File: config.mk
export PLATFORM = sky130hd
export DESIGN_NAME = ed25519_add_modp_serial
export DESIGN_NICKNAME = d
export VERILOG_FILES = /design/src/rtl/ed25519_add_modp_serial.sv
export SDC_FILE = /design/constraint.sdc
export NUM_CORES = 2
export LEC_CHECK = 0
export CORE_AREA = 2 2 401 403
export DETAILED_ROUTE_END_ITERATION = 6
export DIE_AREA = 0 0 403 405
export PLACE_DENSITY = 0.73
export SLEW_MARGIN = 20
export SYNTH_ARGS = -nofsm -noshare
export SYNTH_HDL_FRONTEND = slang
export SYNTH_SLANG_ARGS = --single-unit
File: constraint.sdc
create_clock -name clk -period 52.4 [get_ports clk]
set_input_delay 10.48 -clock clk [delete_from_list [all_inputs] [get_ports clk]]
set_output_delay 10.48 -clock clk [all_outputs]
set_load 0.005 [all_outputs]
File: src/rtl/ed25519_add_modp_serial.sv
// Digit-serial (A+B) mod p for p = 2^255-19: the sum and the trial subtraction
// of p ripple LSB-first over D-bit digits, one digit per cycle.
module ed25519_add_modp_serial #(
    parameter int W = 255,
    parameter int M = 128,
    parameter int D = 64,
    parameter int N = (W + D) / D
) (
    input  logic         clk,
    input  logic         rst,
    input  logic         i_valid,
    output logic         i_ready,
    input  logic [W-1:0] in0,
    input  logic [W-1:0] in1,
    input  logic [M-1:0] m_i,
    output logic         o_valid,
    input  logic         o_ready,
    output logic [W-1:0] out0,
    output logic [M-1:0] m_o
);
    localparam int L  = N * D;
    localparam int CW = (N > 1) ? $clog2(N) : 1;
    localparam logic [255:0] P256  = {1'b0, {247{1'b1}}, 8'hed};
    localparam logic [L-1:0] P_EXT = L'(P256);

    if (N * D < W + 1) begin : g_size_chk
        $error("ed25519_add_modp_serial: N*D must be at least W+1");
    end

    typedef enum logic [1:0] {IDLE, ADD, DONE} state_t;

    state_t          state_q, state_d;
    logic [CW-1:0]   cnt_q, cnt_d;
    logic [L-1:0]    a_q, a_d, b_q, b_d, s_q, s_d, t_q, t_d;
    logic            c_q, c_d, bc_q, bc_d;
    logic [M-1:0]    meta_q, meta_d, mo_q, mo_d;
    logic [W-1:0]    out_q, out_d;

    logic [D-1:0]    p_k, s_k, t_k;
    logic            c_n, bc_n;
    logic [L-1:0]    s_full, t_full;

    // Current digit of p, selected by the digit counter.
    always_comb begin
        p_k = '0;
        for (int k = 0; k < N; k++)
            if (cnt_q == CW'(k)) p_k = P_EXT[k*D +: D];
    end

    // t = s - p is formed as s + ~p + 1, the +1 being the initial bc.
    assign {c_n, s_k}  = {1'b0, a_q[D-1:0]} + {1'b0, b_q[D-1:0]} + {{D{1'b0}}, c_q};
    assign {bc_n, t_k} = {1'b0, s_k} + {1'b0, ~p_k} + {{D{1'b0}}, bc_q};
    assign s_full = (s_q >> D) | (L'(s_k) << (L - D));
    assign t_full = (t_q >> D) | (L'(t_k) << (L - D));

    always_ff @(posedge clk or posedge rst) begin
        if (rst) begin
            state_q <= IDLE;
            cnt_q   <= '0;
            a_q     <= '0;
            b_q     <= '0;
            s_q     <= '0;
            t_q     <= '0;
            c_q     <= 1'b0;
            bc_q    <= 1'b0;
            meta_q  <= '0;
            mo_q    <= '0;
            out_q   <= '0;
        end else begin
            state_q <= state_d;
            cnt_q   <= cnt_d;
            a_q     <= a_d;
            b_q     <= b_d;
            s_q     <= s_d;
            t_q     <= t_d;
            c_q     <= c_d;
            bc_q    <= bc_d;
            meta_q  <= meta_d;
            mo_q    <= mo_d;
            out_q   <= out_d;
        end
    end

    always_comb begin
        state_d = state_q;
        cnt_d   = cnt_q;
        a_d     = a_q;
        b_d     = b_q;
        s_d     = s_q;
        t_d     = t_q;
        c_d     = c_q;
        bc_d    = bc_q;
        meta_d  = meta_q;
        mo_d    = mo_q;
        out_d   = out_q;
        case (state_q)
            IDLE: begin
                if (i_valid) begin
                    a_d     = L'(in0);
                    b_d     = L'(in1);
                    meta_d  = m_i;
                    s_d     = '0;
                    t_d     = '0;
                    c_d     = 1'b0;
                    bc_d    = 1'b1;
                    cnt_d   = '0;
                    state_d = ADD;
                end
            end
            ADD: begin
                a_d   = a_q >> D;
                b_d   = b_q >> D;
                s_d   = s_full;
                t_d   = t_full;
                c_d   = c_n;
                bc_d  = bc_n;
                cnt_d = CW'(cnt_q + 1'b1);
                // Final borrow-chain carry set means no borrow, i.e. s >= p.
                if (cnt_q == CW'(N - 1)) begin
                    out_d   = bc_n ? t_full[W-1:0] : s_full[W-1:0];
                    mo_d    = meta_q;
                    cnt_d   = '0;
                    state_d = DONE;
                end
            end
            DONE: begin
                if (o_ready) state_d = IDLE;
            end
            default: state_d = IDLE;
        endcase
    end

    always_comb begin
        i_ready = (state_q == IDLE);
        o_valid = (state_q == DONE);
        out0    = out_q;
        m_o     = mo_q;
    end
endmodule
# ---- Word-level counts from Yosys, hierarchy flattened
# Index checks and enable logic that the tools add are counted.
dict set report op_classes {
  add_sub_neg 5
  n_mul 0
  div_mod_pow 0
  n_lt_le_gt_ge 0
  n_eq_ne 8
  n_shift 0
  n_mux 23
  bitwise 3
  reduce_logical 7
}
# operator count
set op_table {}
lappend op_table {{256-bit case mux with 2 select lines} 4}
lappend op_table {{256-bit two-way mux} 3}
lappend op_table {{192-bit by 256-bit OR with 256-bit output} 2}
lappend op_table {{64-bit two-way mux} 4}
lappend op_table {{255-bit two-way mux} 1}
lappend op_table {{64-bit by 64-bit adder with 65-bit output} 2}
lappend op_table {{65-bit by 1-bit adder with 65-bit output} 2}
lappend op_table {{64-bit inverter} 1}
lappend op_table {{2-bit two-way mux} 5}
lappend op_table {{2-bit equality test, second input constant} 3}
lappend op_table {{2-bit case mux with 3 select lines} 1}
lappend op_table {{2-bit AND reduction} 3}
lappend op_table {{2-bit by 1-bit equality test with 1-bit output, second input constant} 2}
lappend op_table {{2-bit zero test} 2}
lappend op_table {{2-bit != test, second input constant} 2}
lappend op_table {{1-bit case mux with 2 select lines} 2}
lappend op_table {{2-bit case mux with 2 select lines} 1}
lappend op_table {{3-bit AND reduction} 1}
lappend op_table {{2-bit by 1-bit adder with 2-bit output, second input constant} 1}
lappend op_table {{1-bit two-way mux} 2}
lappend op_table {{2-bit by 1-bit != test with 1-bit output, second input constant} 1}
lappend op_table {{2-bit nonzero test} 1}
dict set report word_totals {
  regBits 1541
  latch_bits 0
  ramBits 0
  rom_bits 0
  in_bits 642
  mem_count 0
}

# ---- Logic depth before layout (Yosys ltp)
dict set report depth {
  word_depth 10
  mapped_depth 24
}

# ---- Worst setup path before layout
# Ideal clock, no wire load.
dict set report synth_path {
  path_kind {input-to-reg}
  from {in i_valid}
  to {reg s_q[236]}
  t_arrival_ns 11.980
  t_required_ns 52.268
  setup_slack_ns 40.288
  cell_stages 7
  path_buffers 5
  path_cell_list {and2_1 -> clkbuf_1 -> clkbuf_1 -> clkbuf_1 -> clkbuf_1 -> clkbuf_1 -> o2bb2ai_1}
}
dict set report synth_via {
  elab_chain_cells 2
}
# item line
set synth_lines {}
lappend synth_lines {{start: declaration} 11} ;# input logic i_valid,
lappend synth_lines {{2-bit != test (no line)} --}
lappend synth_lines {{2-bit AND reduction (no line)} --}
lappend synth_lines {{end signal: assignment} 62} ;# s_q <= '0;
lappend synth_lines {{end signal: assignment} 74} ;# s_q <= s_d;
lappend synth_lines {{end: declaration} 34} ;# logic [L-1:0] a_q, a_d, b_q, b_d, s_q, s_d, t_q, t_d;
# No other way between the ends.
# A chain may end at the register's enable or synchronous reset.

# ---- Final worst setup path
dict set report layout_path {
  from {in i_valid}
  to {reg a_q[184]}
}
dict set report layout_via {
  elab_chain_cells 2
}
# item line
set layout_lines {}
lappend layout_lines {{2-bit != test (no line)} --}
lappend layout_lines {{2-bit AND reduction (no line)} --}
lappend layout_lines {{end signal: assignment} 60} ;# a_q <= '0;
lappend layout_lines {{end signal: assignment} 72} ;# a_q <= a_d;
lappend layout_lines {{end: declaration} 34}
# No other way between the ends.

==> results.md <==
- Most common cell on crit path: buf_4
- Via Count: around 59000
- Seq/Total Area, Yosys: 0.5392
- Worst slew pin tran: 1350 ps
- DR top layer: met5
- Startpoint Class: input port
- Initial Util: 0.4111
- Critical path depth: 7
- Peak Freq: approximately 0.071 GHz
- Detailed Routing Iterations Pass 1: 7
- Worst Reg-to-Reg Cells: 24
- WL met2: 106.5 mm
- Number of global-route vias before repair: ~56000
- Crit path kind: input port to flip-flop
- Dominant cell type by area after synthesis: dfrtp_1
- Flops & latches, synth: between 1000 and 1500
- Synth Flop Type: dfrtp_1
- Remaining DRCs: 2
- CTS tree: yes
- Simple-gate share of the synthesized area: 0.2222
- Tmin final: around 14000 ps
- H-Tree Depth: 4
- Metal-1 WL: approximately 100 mm
- # resized after CTS: 0
- Total GRT Usage: 0.2811
- Main combinational cell family by area after synthesis: simple AND/OR/NAND/NOR gates
- Post-route setup TNS: 0 ps
- Synth Cell Area: between 60000 and 70000 um2
- # nets final: 9294
- Period utilization: 0.2692
- Post-synthesis mux area share: 0.0007834
- Post-Route WL: about 240 mm
- Most frequent cells in the layout: nand2_1 (2752), dfrtp_1 (1411), clkdlybuf4s50_1 (1026), nor2_1 (714), a21oi_1 (596)
- Yosys top cell area share: 0.5392
- CP top delay family: buffers and inverters
- Fin. Hold Viols: 0
- GP Congestion: between 0.9 and 1
- CTS sink count: 1411
- Hold path cells: 2
- Area Growth Syn to Fin: 25.41%
- Number of synthesized flops with an enable pin: 0
- Layout cell share with drive strength beyond 1: 0.03900
- Worst path arrival time: 14780 ps
- Final setup vio count: 0
- Crit-path max cell delay: roughly 900 ps
- Final Worst Setup Slack: 38300 ps
- Wire length per cell: roughly 22 um
- Hold WC Path Type: flip-flop to flip-flop
- Pin count of the biggest net entering global routing: about 260
- Crit path max fanout: 93
- Mean Syn Cell Area: roughly 8.4 um2
- Num CTS Buffers: 153
- Fin. max-slew vios: 0
- Leak Pwr: 0.03658 uW
- Bufs and invs on worst path: 4
- Initial antenna violation count: 56
- Place WS: around 38000 ps
- Initial DRC Count: between 6000 and 7000
- Total gr overflow: 0
- CTS clk-pin slew, worst paths: ~60 ps
- Synthesized instance count: about 7800
- Vias per cell: about 5.5
- DP Wirelength: ~170 mm
- Final Skew: between 50 and 60 ps
- Die X: 403 um
- Boundary Pins: 1027
- Max_cap viols: 0
- Met3 WL post-DR: roughly 19 mm
- Most common cell after layout, fill and taps aside: nand2_1
- Power Density: ~86 nW/um2
- Required time worst endpoint: approximately 53000 ps
- Ranking of synthesized cells by area: dfrtp_1 (54%), nand2_1 (16%), a21oi_1 (4.6%)
- Critical Path, Cell by Cell: clkdlybuf4s50_1 -> nand2_4 -> buf_4 -> buf_4 -> buf_4 -> nand2_1 -> a31oi_1
- Adder-cell share of the synthesized area: 0.02587
- Port Buffers: 1026
- CP Capture Type: flip-flop
- XOR/XNOR Fraction of Synth Area: 0.01498
- Clock buffer depth: 3
- Post-CTS Setup Inserts: 0
- Clock Latency Late Sink: roughly 800 ps
- Post-synthesis compound-gate area fraction: 0.1595
- Status: finished with violations
- Max_slew headroom: 0.09970
- Die Ht: roughly 410 um
- Synth warnings: 0
- Highest-delay cell along the critical path: buf_4
- Synth unique cells: 85
- Hold buffer count at cts: 0
- Root Buffer: clkbuf_16
- Row Count: around 150
- Net Count, Synth: roughly 8600
- Max IR drop VDD: just under 0.1 mV
- Die area: around 160000 um2
- RSZ-0062 raised after global routing: no
- FFs w/ async S/R, synth: 1.000
- Failing checks: DRC
- First-pass GRT wire length: 352.1 mm
- ANT nets after route: 0
- CORE AREA: 159300 um2
==> metal layers <==
layer,global-route usage,vias to the layer above
li1,-,27500
met2,0.4251,2400
met5,0,-
met4,0.1184,34
met3,0.06347,428
met1,0.3889,29090
==> through the flow <==
stage	instances	hold slack, ps	total power (uW)	cell area, um2	util
floorplan	7835	438.6	4369	65490	-
global placement	10450	444.5	5811	76820	0.4823
detailed placement	10450	450.2	5887	76830	0.4824
CTS	10720	457.4	7002	81940	0.5144
global route	10760	478.1	7538	82100	0.5155
finish	10770	452.2	7023	82130	0.5156
==> final timing paths <==
check | slack [ps] | start | endpoint
hold / removal | 450 | meta_q[41] | m_o[41]
setup reg to reg | 44010 | c_q | out0[146]
max in group asynchronous | 39000 | rst | m_o[83]
hold reg to reg | 450 | meta_q[41] | m_o[41]
min in group asynchronous | 10350 | rst | a_q[173]
setup / recovery | 38300 | i_valid | a_q[184]
==> kinds of logic (layout without fill, tap and decap cells) <==
family                     after synthesis  count (layout)
xor gates and xnor gates               112             112
muxes                                    5               5
other                                    0              40
adders and majority gates              133             133
AOI/OAI and AO/OA                     1811            1811
and+or+nand+nor                       3736            3736
DFF                                   1411            1411
buffers and inverters                  627            1433
==> Yosys cell counts (4+ instances only) <==
| master | count |
|---|---|
| nand2_1 | 2754 |
| dfrtp_1 | 1411 |
| nor2_1 | 714 |
| a21oi_1 | 596 |
| o21ai_0 | 547 |
| clkbuf_1 | 464 |
| a31oi_1 | 403 |
| ha_1 | 129 |
| nand3_1 | 121 |
| buf_2 | 71 |
| inv_1 | 71 |
| xnor2_1 | 66 |
| a21o_1 | 50 |
| xor2_1 | 46 |
| a22o_1 | 36 |
| nand4_1 | 33 |
| nor3_1 | 24 |
| o21bai_1 | 24 |
| o211ai_1 | 20 |
| and3_1 | 18 |
| buf_1 | 18 |
| a211oi_1 | 16 |
| o21a_1 | 16 |
| nor2b_1 | 13 |
| nand2b_1 | 12 |
| o21ai_1 | 12 |
| and2_1 | 11 |
| o31ai_1 | 10 |
| or3_1 | 10 |
| o22a_1 | 7 |
| a21boi_0 | 6 |
| a41oi_1 | 5 |
| and4_1 | 5 |
| nor4_1 | 5 |
| a2111oi_0 | 4 |
| a32oi_1 | 4 |
| fa_1 | 4 |
| mux2i_1 | 4 |
| o311ai_1 | 4 |
| o31a_1 | 4 |
| or2_2 | 4 |
==> state kept, by name, summed over array words and instances (netlist names) <==
| name | count |
|---|---|
| meta_q | 128 |
| out0 | 255 |
| cnt_q | 2 |
| c_q | 1 |
| bc_q | 1 |
| a_q | 255 |
| b_q | 255 |
| t_q | 192 |
| m_o | 128 |
| state_q | 2 |
| s_q | 192 |
==> power by group <==
| part | internal [uW] | switching [uW] | total (uW) |
|---|---|---|---|
| clock network | 628 | 464 | 1090 |
| registers | 1630 | 407 | 2030 |
| logic | 1350 | 2550 | 3900 |
==> worst min-delay path: stages (launching register included) <==
cell	delay, ps
dfrtp_1	350
nand2_1	60
nand2_1	50
==> cell type report <==
type                    instances  area, um2
clock inverters                45      570.5
well taps                    2086       2610
flip-flops and latches       1411      35310
clock buffers                 232       4536
multi-input cells            5797      27800
repair buffers               1085      10930
fillers                     14720      77150
inverters                      71      274.0
diodes                         40      100.1
(Power assumes the default switching activity.)
